**src/rtl/doraemon_tx.sv**
```systemverilog
// doraemon_tx: transmitter feeding candidate records into the clk1 side of
// the doraemon selection block. Upstream records are staged in a small
// circular buffer. Each session sends a fixed burst of initial beats
// regardless of the receiver, then streams only while the receiver is
// ready, and stops after TOTAL beats.
module doraemon_tx #(
  parameter int ID_W  = 5,
  parameter int D_W   = 8,
  parameter int W_W   = 3,
  parameter int DEPTH = 4,
  parameter int TOTAL = 6000
) (
  input  logic              clk1,
  input  logic              rst_n,
  input  logic              start,
  input  logic              src_valid,
  output logic              src_ready,
  input  logic [ID_W-1:0]   src_id,
  input  logic [D_W-1:0]    src_size,
  input  logic [D_W-1:0]    src_iq,
  input  logic [D_W-1:0]    src_eq,
  input  logic [W_W-1:0]    src_size_w,
  input  logic [W_W-1:0]    src_iq_w,
  input  logic [W_W-1:0]    src_eq_w,
  input  logic              ready,
  output logic              in_valid,
  output logic [ID_W-1:0]   doraemon_id,
  output logic [D_W-1:0]    size,
  output logic [D_W-1:0]    iq_score,
  output logic [D_W-1:0]    eq_score,
  output logic [W_W-1:0]    size_weight,
  output logic [W_W-1:0]    iq_weight,
  output logic [W_W-1:0]    eq_weight,
  output logic [12:0]       sent_cnt,
  output logic              done
);

  localparam int REC_W = ID_W + 3 * D_W + 3 * W_W;
  localparam int PTR_W = (DEPTH > 1) ? $clog2(DEPTH) : 1;
  localparam int CNT_W = $clog2(DEPTH + 1);
  localparam logic [12:0] TOTAL_C = 13'(TOTAL);
  localparam logic [12:0] INIT_C  = 13'd5;

  typedef enum logic [1:0] {
    IDLE,
    INIT,
    STREAM,
    DONE
  } state_t;

  state_t           state_q;
  logic [REC_W-1:0] mem_q [DEPTH];
  logic [PTR_W-1:0] wrPtr_q, wrPtr_d;
  logic [PTR_W-1:0] rdPtr_q, rdPtr_d;
  logic [CNT_W-1:0] count_q, count_d;
  logic [REC_W-1:0] outRec_q;
  logic             inValid_q;
  logic [12:0]      sentCnt_q, sentCnt_d;
  logic             done_q;

  logic             push;
  logic             pop;
  logic             empty;
  logic [REC_W-1:0] srcRec;
  logic [REC_W-1:0] headRec;

  assign srcRec    = {src_id, src_size, src_iq, src_eq, src_size_w, src_iq_w, src_eq_w};
  assign headRec   = mem_q[rdPtr_q];
  assign empty     = (count_q == '0);
  assign src_ready = (count_q < CNT_W'(DEPTH));
  assign push      = src_valid && src_ready;

  // Decide whether a beat leaves the buffer on this edge: the initial burst
  // ignores the receiver, streaming waits for its ready.
  always_comb begin
    pop = 1'b0;
    case (state_q)
      INIT:    pop = !empty;
      STREAM:  pop = ready && !empty;
      default: pop = 1'b0;
    endcase
  end

  // Next pointer, occupancy and saturating beat count values.
  always_comb begin
    wrPtr_d   = push ? wrPtr_q + PTR_W'(1) : wrPtr_q;
    rdPtr_d   = pop  ? rdPtr_q + PTR_W'(1) : rdPtr_q;
    count_d   = count_q;
    if (push && !pop) begin
      count_d = count_q + CNT_W'(1);
    end else if (pop && !push) begin
      count_d = count_q - CNT_W'(1);
    end
    sentCnt_d = (sentCnt_q >= TOTAL_C) ? sentCnt_q : sentCnt_q + 13'd1;
  end

  // Record storage; contents need no reset because the pointers define validity.
  always_ff @(posedge clk1) begin
    if (push) begin
      mem_q[wrPtr_q] <= srcRec;
    end
  end

  // Buffer pointers and occupancy.
  always_ff @(posedge clk1 or negedge rst_n) begin
    if (!rst_n) begin
      wrPtr_q <= '0;
      rdPtr_q <= '0;
      count_q <= '0;
    end else begin
      wrPtr_q <= wrPtr_d;
      rdPtr_q <= rdPtr_d;
      count_q <= count_d;
    end
  end

  // Session FSM with registered beat outputs, beat counter and done flag.
  always_ff @(posedge clk1 or negedge rst_n) begin
    if (!rst_n) begin
      state_q   <= IDLE;
      inValid_q <= 1'b0;
      outRec_q  <= '0;
      sentCnt_q <= '0;
      done_q    <= 1'b0;
    end else begin
      inValid_q <= pop;
      outRec_q  <= pop ? headRec : '0;
      case (state_q)
        IDLE: begin
          if (start) begin
            state_q   <= INIT;
            sentCnt_q <= '0;
          end
        end
        INIT: begin
          if (pop) begin
            sentCnt_q <= sentCnt_d;
            if (sentCnt_d >= TOTAL_C) begin
              state_q <= DONE;
              done_q  <= 1'b1;
            end else if (sentCnt_d == INIT_C) begin
              state_q <= STREAM;
            end
          end
        end
        STREAM: begin
          if (pop) begin
            sentCnt_q <= sentCnt_d;
            if (sentCnt_d >= TOTAL_C) begin
              state_q <= DONE;
              done_q  <= 1'b1;
            end
          end
        end
        DONE: begin
          if (start) begin
            state_q   <= INIT;
            sentCnt_q <= '0;
            done_q    <= 1'b0;
          end
        end
        default: state_q <= IDLE;
      endcase
    end
  end

  assign in_valid    = inValid_q;
  assign doraemon_id = outRec_q[REC_W-1 -: ID_W];
  assign size        = outRec_q[3*W_W+3*D_W-1 -: D_W];
  assign iq_score    = outRec_q[3*W_W+2*D_W-1 -: D_W];
  assign eq_score    = outRec_q[3*W_W+D_W-1 -: D_W];
  assign size_weight = outRec_q[3*W_W-1 -: W_W];
  assign iq_weight   = outRec_q[2*W_W-1 -: W_W];
  assign eq_weight   = outRec_q[W_W-1:0];
  assign sent_cnt    = sentCnt_q;
  assign done        = done_q;

endmodule
```
**config.mk**
```make
export PLATFORM = sky130hd
export DESIGN_NAME = doraemon_tx
export DESIGN_NICKNAME = d
export VERILOG_FILES = /design/src/rtl/doraemon_tx.sv
export SDC_FILE = /design/constraint.sdc
export NUM_CORES = 1
export LEC_CHECK = 0
export ABC_AREA = 1
export BUFFER_PORTS_ARGS = -buffer_cell sky130_fd_sc_hd__buf_2
export CORE_AREA = 2 2 184 96
export DETAILED_ROUTE_END_ITERATION = 10
export DIE_AREA = 0 0 186 98
export PLACE_DENSITY_LB_ADDON = 0.15
export SLEW_MARGIN = 5
export SYNTH_ARGS = -nofsm -noshare
export SYNTH_HDL_FRONTEND = slang
export SYNTH_SLANG_ARGS = --single-unit
```
**constraint.sdc**
```tcl
create_clock -name clk1 -period 2.76 [get_ports clk1]
set_clock_uncertainty 0.15 [all_clocks]
set_input_delay 0.414 -clock clk1 [delete_from_list [all_inputs] [get_ports clk1]]
set_output_delay 0.414 -clock clk1 [all_outputs]
set_load 0.02 [all_outputs]
```
==> impl_metrics.toml <==
[worst_setup_path]
worstPathArrival_ns = 2.76
path_max_fanout = 6
path_class = "flop to flop"
crit_top_cell = "nand2_1"
critPathRequiredTime_ns = 2.99
cp-end-kind = "flop"
path_cells = "ha_2, nand3_1, nor2_2, nand2_1, nand2_1, nand2_1, nand2_1, nand2_1, nor3_1, nand2_1, nand2_1, nand2_2, nand2_2, nand2_2, nand2_1, nand2_1"
start_kind = "flop"
crit_slowest_cell = "dfrtp_1"
slowest_delay_ns = 0.50

[cells_and_area]
drive_gt1_share_pct = 19.4
syn_to_final_growth_pct = 21.4
fin_nets = 935
layout_commonest_cell = "nor2_1"
final_cell_mix = "nor2_1 (170), edfxtp_1 (152), buf_2 (95)"
final_util_pct = 61.5
fill_cells = 1325
stdcell_area_um2 = 10300

[clock_tree]
cts.sinks = 214
cts_tree = "built"
clock-root-buffer = "clkbuf_16"
cts_buffer_depth = 3
clk_pin_slew_ns = 0.06
cts_inserted_buffers = 20
h-tree-depth = 1
insertion_delay_ns = 0.50

[logic_synthesis]
synth_warnings = 0
synth_area_um2 = 8510
syn_avg_cell_area_um2 = 11.6
ys_async_sr_fraction_pct = 29.0
yosys_register_bits = 214
synth_xor_area_share_pct = 0.720
yosysTopAreaCell = "edfxtp_1"
synth-main-ff-cell = "edfxtp_1"
netlist.area_leader.share_pct = 53.6
synth_cells = 734
muxShareOfSynthArea_pct = 0.132
synth-simple-area-share_pct = 14.1
synth.net_count = 789
synthAdderAreaFrac_pct = 1.85
synth_top_family_by_area = "simple AND/OR/NAND/NOR gates"
synth_edf_count = 152
ys_seq_area_share_pct = 71.8
synth-compound-area-share_pct = 8.41
ys_types = 29
yosys-top-cells-area = "edfxtp_1 (54%), dfrtp_1 (18%), nor2_1 (7.7%), o21ai_0 (4.9%), nand2_1 (3.6%)"

[routing]
drt_iter0_drc = 495
ant_nets = 0
vias = 5875
wirelength_um = 20300
wl_per_cell_um = 18.0
drc_errors = 0
drt-pass1-iter-count = 6
routed_via_density = 5.20

[placement]
gp_congestion = 0.966
dp_hpwl_um = 12700
port_buffers = 96
place_area_um2 = 9400

[run_status]
status = "finished clean"

[floorplan]
row_count = 34
die_area_um2 = 18200
die_y_um = 98
initial_utilization_pct = 50.7
fp.dieW_um = 186
boundaryPins = 97
core-area_um2 = 16800

[global_routing]
grt_antenna_before_repair = 0
grt_max_degree = 53
grt_pass1_vias = 5695
grt_pass1_wl_um = 31000
grt-ovfl-total = 0
grtUsageTotal_pct = 22.6

[sta]
setup_viol = 0
finalMaxSlewViolations = 0
rsz0062_at_grt = "no"
max_slew_margin_pct = 51.9
fmax_ghz = 0.394
layout_worst_path_cycle_share_pct = 91.9
fin_crit_ns = 2.54
worst_pin_slew_ns = 0.721
finalHoldViolations = 0

[pwr]
ir_worst_vdd_mv = 0.632
p_leak_nw = 4.24
power_density_nw_per_um2 = 994

[min_path]
holdCritPathClass = "input port to flop"

[run]
cap_viol_max_count = 0
-- stage by stage --
stage               hold slack, ns  TNS [ns]  cells  worst slack [ns]  total power, W
floorplan                  -0.0316    -27.40    734            -0.180         0.00656
global placement             0.298         0   1059             0.332         0.00767
detailed placement           0.308         0   1059             0.303         0.00775
CTS                        0.00524         0   1128             0.270          0.0103
global route                0.0165         0   1128            0.0300          0.0109
finish                      0.0223         0   1129             0.222          0.0103
-- kinds of logic (layout without fill, tap and decap cells) --
family,count (synthesis),after routing
buffers and inverters,67,227
flip-flops,214,214
AO/OA/AOI/OAI,139,139
adder cells (fa/ha/maj),12,12
other,0,1
AND/OR/NAND/NOR,294,294
multiplexers,1,1
XOR/XNOR,7,7
-- sequential cells by signal, summed over array words and instances (netlist names) --
register  count
outRec_q     38
rdPtr_q       2
count_q       3
wrPtr_q       2
in_valid      1
mem_q       152
state_q       2
done          1
sent_cnt     13
-- metal layers --
metal  track usage, %  up-vias  share of wire [%]
met5                0        -                  0
met4             4.72        0                1.3
met3             6.94       29                9.6
met2             32.2      232                 42
met1             34.5     2813                 47
li1                 -     2801                  -
-- critical path: cells and delay by family (launching register included) --
family | cells | cell delay, ns
fa+ha+maj | 1 | 0.31
simple gates | 15 | 1.46
flops | 1 | 0.50
-- cells in the mapped netlist (all sizes together) (2+ instances only) --
master	instances
ha	11
dfrtp	62
nor2	176
nor3	2
a21oi	40
nand3	19
inv	36
xnor2	2
edfxtp	152
nand4	5
xor2	5
o22ai	10
o21ai	86
clkbuf	25
nand2	92
buf	6
-- power by group --
| part | total, W | internal (W) | switching (W) |
|---|---|---|---|
| registers | 0.00440 | 0.00410 | 0.000308 |
| clock network | 0.00254 | 0.00143 | 0.00111 |
| logic | 0.00333 | 0.00104 | 0.00229 |
-- final timing paths --
path                             start            to  slack, ns  cells past startpoint
max                        sent_cnt[1]    state_q[1]       0.22                     16
max reg2reg                sent_cnt[1]    state_q[1]       0.22                     16
min reg2reg                       done          done       0.34                      2
min in group asynchronous        rst_n          done       0.32                      2
min                          src_id[0]  mem_q[0][33]       0.02                      1
max in group asynchronous        rst_n  outRec_q[21]       1.49                      3
-- cell type report --
cell class | count | area (um2) | share of cell area, %
sequential | 214 | 6120 | 59.2
multi-input combinational | 453 | 2180 | 21.1
timing repair buffer | 155 | 1010 | 9.76
clock buffer | 30 | 569 | 5.51
tap | 234 | 293 | 2.83
inverter | 36 | 135 | 1.31
clock inverter | 6 | 28.8 | 0.278
antenna | 1 | 2.50 | 0.0242
-- what timing repair did --
item | 4_1_cts | 5_1_grt
hold buffers | 33 | 0
setup buffers | 0 | 0
endpoints found under the hold margin | 160 | 0
gates resized for setup | 0 | 2
setup endpoints to repair | 0 | 3
(Power assumes the default switching activity.)
